<file path="config.mk">
export PLATFORM = sky130hd
export DESIGN_NAME = mem_arbiter
export DESIGN_NICKNAME = d
export VERILOG_FILES = /design/src/rtl/mem_arbiter.sv
export SDC_FILE = /design/constraint.sdc
export NUM_CORES = 1
export LEC_CHECK = 0
export CORE_UTILIZATION = 45
export CTS_CLUSTER_DIAMETER = 100
export DETAILED_ROUTE_END_ITERATION = 8
export DONT_BUFFER_PORTS = 1
export PLACE_DENSITY = 0.59
export RECOVER_POWER = 25
export SETUP_SLACK_MARGIN = 0.2
export SLEW_MARGIN = 20
export SYNTH_ARGS = -nofsm -noshare
export SYNTH_HDL_FRONTEND = slang
export SYNTH_SLANG_ARGS = --single-unit
</file>
<file path="constraint.sdc">
create_clock -name clock -period 2.4 [get_ports clock]
set_input_delay 0.48 -clock clock [delete_from_list [all_inputs] [get_ports clock]]
set_output_delay 0.48 -clock clock [all_outputs]
set_load 0.005 [all_outputs]
</file>
<file path="src/rtl/mem_arbiter.sv">
// Two-requester arbiter in front of a single-port synchronous memory.
// Each transaction runs IDLE -> ISSUE -> RESP; ack, data and error are registered for the following cycle.
module mem_arbiter #(
  parameter int ADDR_W = 16,
  parameter int DATA_W = 16,
  parameter int FAIR   = 1
) (
  input  logic              clock,
  input  logic              reset,
  input  logic              FReq,
  input  logic [ADDR_W-1:0] FAddr,
  output logic              FAck,
  output logic [DATA_W-1:0] FData,
  output logic              FErr,
  input  logic              DReq,
  input  logic              DWE,
  input  logic [ADDR_W-1:0] DAddr,
  input  logic [DATA_W-1:0] DWData,
  output logic              DAck,
  output logic [DATA_W-1:0] DRData,
  output logic              DErr,
  input  logic              FaultClr,
  output logic              Fault,
  output logic [ADDR_W-1:0] FaultAddr,
  output logic [ADDR_W-1:0] MemAddr,
  output logic              MemWE,
  output logic [DATA_W-1:0] MemDIn,
  input  logic [DATA_W-1:0] MemDOut,
  input  logic              MemOOB
);

  typedef enum logic [1:0] {IDLE, ISSUE, RESP} state_t;

  state_t state_reg, state_next;

  logic              owner_data_reg, owner_data_next;
  logic              wr_reg, wr_next;
  // Set when data should win the next contended grant; clear out of reset so fetch goes first.
  logic              data_first_reg, data_first_next;
  logic [ADDR_W-1:0] addr_reg, addr_next;
  logic              we_reg, we_next;
  logic [DATA_W-1:0] din_reg, din_next;
  logic              fack_reg, fack_next, ferr_reg, ferr_next;
  logic              dack_reg, dack_next, derr_reg, derr_next;
  logic [DATA_W-1:0] fdata_reg, fdata_next, drdata_reg, drdata_next;
  logic              fault_reg, fault_next;
  logic [ADDR_W-1:0] fault_addr_reg, fault_addr_next;
  logic              grant_data;

  always_ff @(posedge clock) begin
    if (reset) begin
      state_reg <= IDLE;
    end else begin
      state_reg <= state_next;
    end
  end

  always_comb begin
    state_next      = state_reg;
    owner_data_next = owner_data_reg;
    wr_next         = wr_reg;
    data_first_next = data_first_reg;
    addr_next       = addr_reg;
    we_next         = 1'b0;
    din_next        = din_reg;
    fack_next       = 1'b0;
    ferr_next       = 1'b0;
    dack_next       = 1'b0;
    derr_next       = 1'b0;
    fdata_next      = fdata_reg;
    drdata_next     = drdata_reg;
    fault_next      = fault_reg;
    fault_addr_next = fault_addr_reg;
    grant_data      = 1'b0;

    if (FaultClr) begin
      fault_next      = 1'b0;
      fault_addr_next = '0;
    end

    case (state_reg)
      IDLE: begin
        if (FReq || DReq) begin
          grant_data      = DReq && (!FReq || (FAIR == 0) || data_first_reg);
          owner_data_next = grant_data;
          data_first_next = !grant_data;
          state_next      = ISSUE;
          if (grant_data) begin
            addr_next = DAddr;
            we_next   = DWE;
            wr_next   = DWE;
            din_next  = DWData;
          end else begin
            addr_next = FAddr;
            wr_next   = 1'b0;
          end
        end
      end
      ISSUE: begin
        state_next = RESP;
      end
      RESP: begin
        state_next = IDLE;
        if (owner_data_reg) begin
          dack_next = 1'b1;
          derr_next = MemOOB;
          if (!wr_reg) begin
            drdata_next = MemDOut;
          end
        end else begin
          fack_next  = 1'b1;
          ferr_next  = MemOOB;
          fdata_next = MemDOut;
        end
        // A capture coinciding with a clear re-arms with the new address.
        if (MemOOB && (!fault_reg || FaultClr)) begin
          fault_next      = 1'b1;
          fault_addr_next = addr_reg;
        end
      end
      default: begin
        state_next = IDLE;
      end
    endcase
  end

  always_ff @(posedge clock) begin
    if (reset) begin
      owner_data_reg <= 1'b0;
      wr_reg         <= 1'b0;
      data_first_reg <= 1'b0;
      addr_reg       <= '0;
      we_reg         <= 1'b0;
      din_reg        <= '0;
      fack_reg       <= 1'b0;
      ferr_reg       <= 1'b0;
      dack_reg       <= 1'b0;
      derr_reg       <= 1'b0;
      fdata_reg      <= '0;
      drdata_reg     <= '0;
      fault_reg      <= 1'b0;
      fault_addr_reg <= '0;
    end else begin
      owner_data_reg <= owner_data_next;
      wr_reg         <= wr_next;
      data_first_reg <= data_first_next;
      addr_reg       <= addr_next;
      we_reg         <= we_next;
      din_reg        <= din_next;
      fack_reg       <= fack_next;
      ferr_reg       <= ferr_next;
      dack_reg       <= dack_next;
      derr_reg       <= derr_next;
      fdata_reg      <= fdata_next;
      drdata_reg     <= drdata_next;
      fault_reg      <= fault_next;
      fault_addr_reg <= fault_addr_next;
    end
  end

  assign MemAddr   = addr_reg;
  assign MemWE     = we_reg;
  assign MemDIn    = din_reg;
  assign FAck      = fack_reg;
  assign FErr      = ferr_reg;
  assign FData     = fdata_reg;
  assign DAck      = dack_reg;
  assign DErr      = derr_reg;
  assign DRData    = drdata_reg;
  assign Fault     = fault_reg;
  assign FaultAddr = fault_addr_reg;

endmodule

</file>
==> metrics <==
status complete, no violations; P_leak 1.160 nW; post-synth net total 502; routed vias/inst 6.037; Sum Neg Setup Slack 0 ns; Worst Path Max Fanout 17; register area share after synthesis 49.44%; Syn Inst Count between 400 and 500; Netlist Area Pre-Place 3685 µm²; distinct cell type count after synthesis 31; Hold Slack 0.1845 ns; crit path time final ~1.6 ns; Antenna diodes 0; dpl hpwl 6138 µm; setup bufs post-CTS 0; clk root buf clkbuf_8; DIE AREA roughly 8600 µm²; Slew headroom 48.34%; Slew Viols, Final 0; DR vias 3,061; Fmax 610.8 MHz; Final Hold Fails 0; pwr dens around 750 nW/µm²; Iteration-0 DRC Markers 170; Yosys reg bits 91; H-tree levels 3; Design Power 2.849 mW; Hold Crit Class in2reg; most frequent cells in the layout dfxtp_1, a21oi_1, nand2_1; area delta synth->final 3.599%; clock latency on the worst-skew pair 0.35 ns; GRT Resource Usage Total 22.42%; clk_skew 0.009899 ns; TritonCTS clock tree yes; total CTS buffers 9; Worst EP arrival roughly 1.9 ns; initial antenna violation count 0; Longest Clk Path Bufs 2; routability congestion estimate from global placement 0.8479; number of buffers added to fix hold violations after cts 0; Core ar. between 7000 and 8000 µm²; Post-CTS Resized 0; Async SR Flop Fraction 0%; final net count roughly 470; Initial Utilization around 47%; commonest non-fill, non-tap cell in the layout dfxtp_1; share of layout cells above drive strength 1 9.383%; YS warnings 0; Port Buf Inserts 0; CTS sink cnt a little over 90; Die W 92.49 µm; Startpoint Class flop; Post-synth EDFFs 0; TritonRoute pass-1 iters 5; Die Y 92.49 µm; drt wl/cell 18.77 µm; IO Pins ~160; hold path depth 1; Worst-path clk slew roughly 0.09 ns; Post-Place Cell Area 3628 µm²; kind of critical path reg2reg; Mapped Avg Cell Area 8.549 µm²; dominant synthesized flop cell dfxtp_1; number of cell rows 32; Final ANT Viol Nets 0; Layout Cell Area excl Fill 3817 µm²; first-pass GRT wire length 15,070 µm; RSZ-0062 raised after global routing no; MaxCap Viol Count 0; vias in the first global route between 2,000 and 3,000; Slew @ Worst Pin around 0.77 ns; largest net degree at the start of global routing 91; final wirelength 9515 µm; VDD IR max 0.0002855 V; GR Overflow Total 0; Critical Path RT ~2.6 ns; Setup violations, final 0; drt drc 0; Critical Path End Type flop; crit share post-route 68.21%; FF-to-FF path depth 3
kinds of logic (layout without fill, tap and decap cells):
group / count (synthesis) / count (layout) / share of synthesized area, %
buffers and inverters: 52 / 26 / 7.301
and+or+nand+nor: 152 / 152 / 20.54
DFF: 91 / 91 / 49.44
AOI/OAI and AO/OA: 136 / 136 / 22.72
worst max-delay path, stage by stage, from the launching register on:
cell and delay [ns]:
dfxtp_1 0.50, nand3b_1 0.54, o211ai_1 0.39, a21oi_1 0.10
layout make-up:
cell class | instances | area [µm²]
Clock buffer | 11 | 151.4
Clock inverter | 5 | 37.54
Fill cell | 777 | 3990
Inverter | 2 | 7.507
Multi-Input combinational cell | 288 | 1599
Sequential cell | 91 | 1822
Tap cell | 102 | 127.6
Timing Repair Buffer | 8 | 72.57
final timing paths:
kind / start / endpoint / slack, ns
hold / removal: reset / FaultAddr[4] / 0.18
hold reg to reg: FData[7] / FData[7] / 0.47
setup reg to reg: state_reg[1] / FaultAddr[3] / 0.76
setup / recovery: state_reg[1] / FaultAddr[3] / 0.76
synthesized netlist by cell type (6+ instances only):
cell type / instances / area, µm²
o211ai_1: 16 / 120.1
dfxtp_1: 91 / 1822
nor2_1: 6 / 22.52
o31ai_1: 6 / 45.04
buf_2: 19 / 95.09
clkbuf_1: 19 / 71.32
nand3_1: 33 / 165.2
nand2_1: 65 / 244.0
a21oi_1: 68 / 340.3
a31oi_1: 16 / 100.1
o31ai_2: 10 / 125.1
o21ai_0: 15 / 75.07
nand4_1: 33 / 206.5
routing by layer:
metal | wire (µm) | part of all wire, % | up-vias | global-route usage [%]
met2 | 4396 | 46 | 130 | 33.46
met1 | 3898 | 41 | 1428 | 28.34
met5 | 0 | 0 | - | 0
met3 | 1007 | 11 | 15 | 9.442
met4 | 213 | 2.2 | 0 | 9.245
li1 | - | - | 1488 | -
per-stage QoR:
stage / util (%) / setup WS (ns) / instances
global placement: 46.47 / 0.8328 / 491
CTS: 48.89 / 0.7610 / 507
finish: 48.89 / 0.7629 / 507
global route: 48.89 / 0.6066 / 507
detailed placement: 46.47 / 0.7809 / 491
floorplan: - / 0.9928 / 431
power by group:
| group | internal [mW] | switching [mW] |
|---|---|---|
| Combinational | 0.0819 | 0.158 |
| Clock | 0.433 | 0.540 |
| Sequential | 1.57 | 0.0651 |
| Total | 2.08 | 0.764 |
Power figures use the tool's default switching activity.
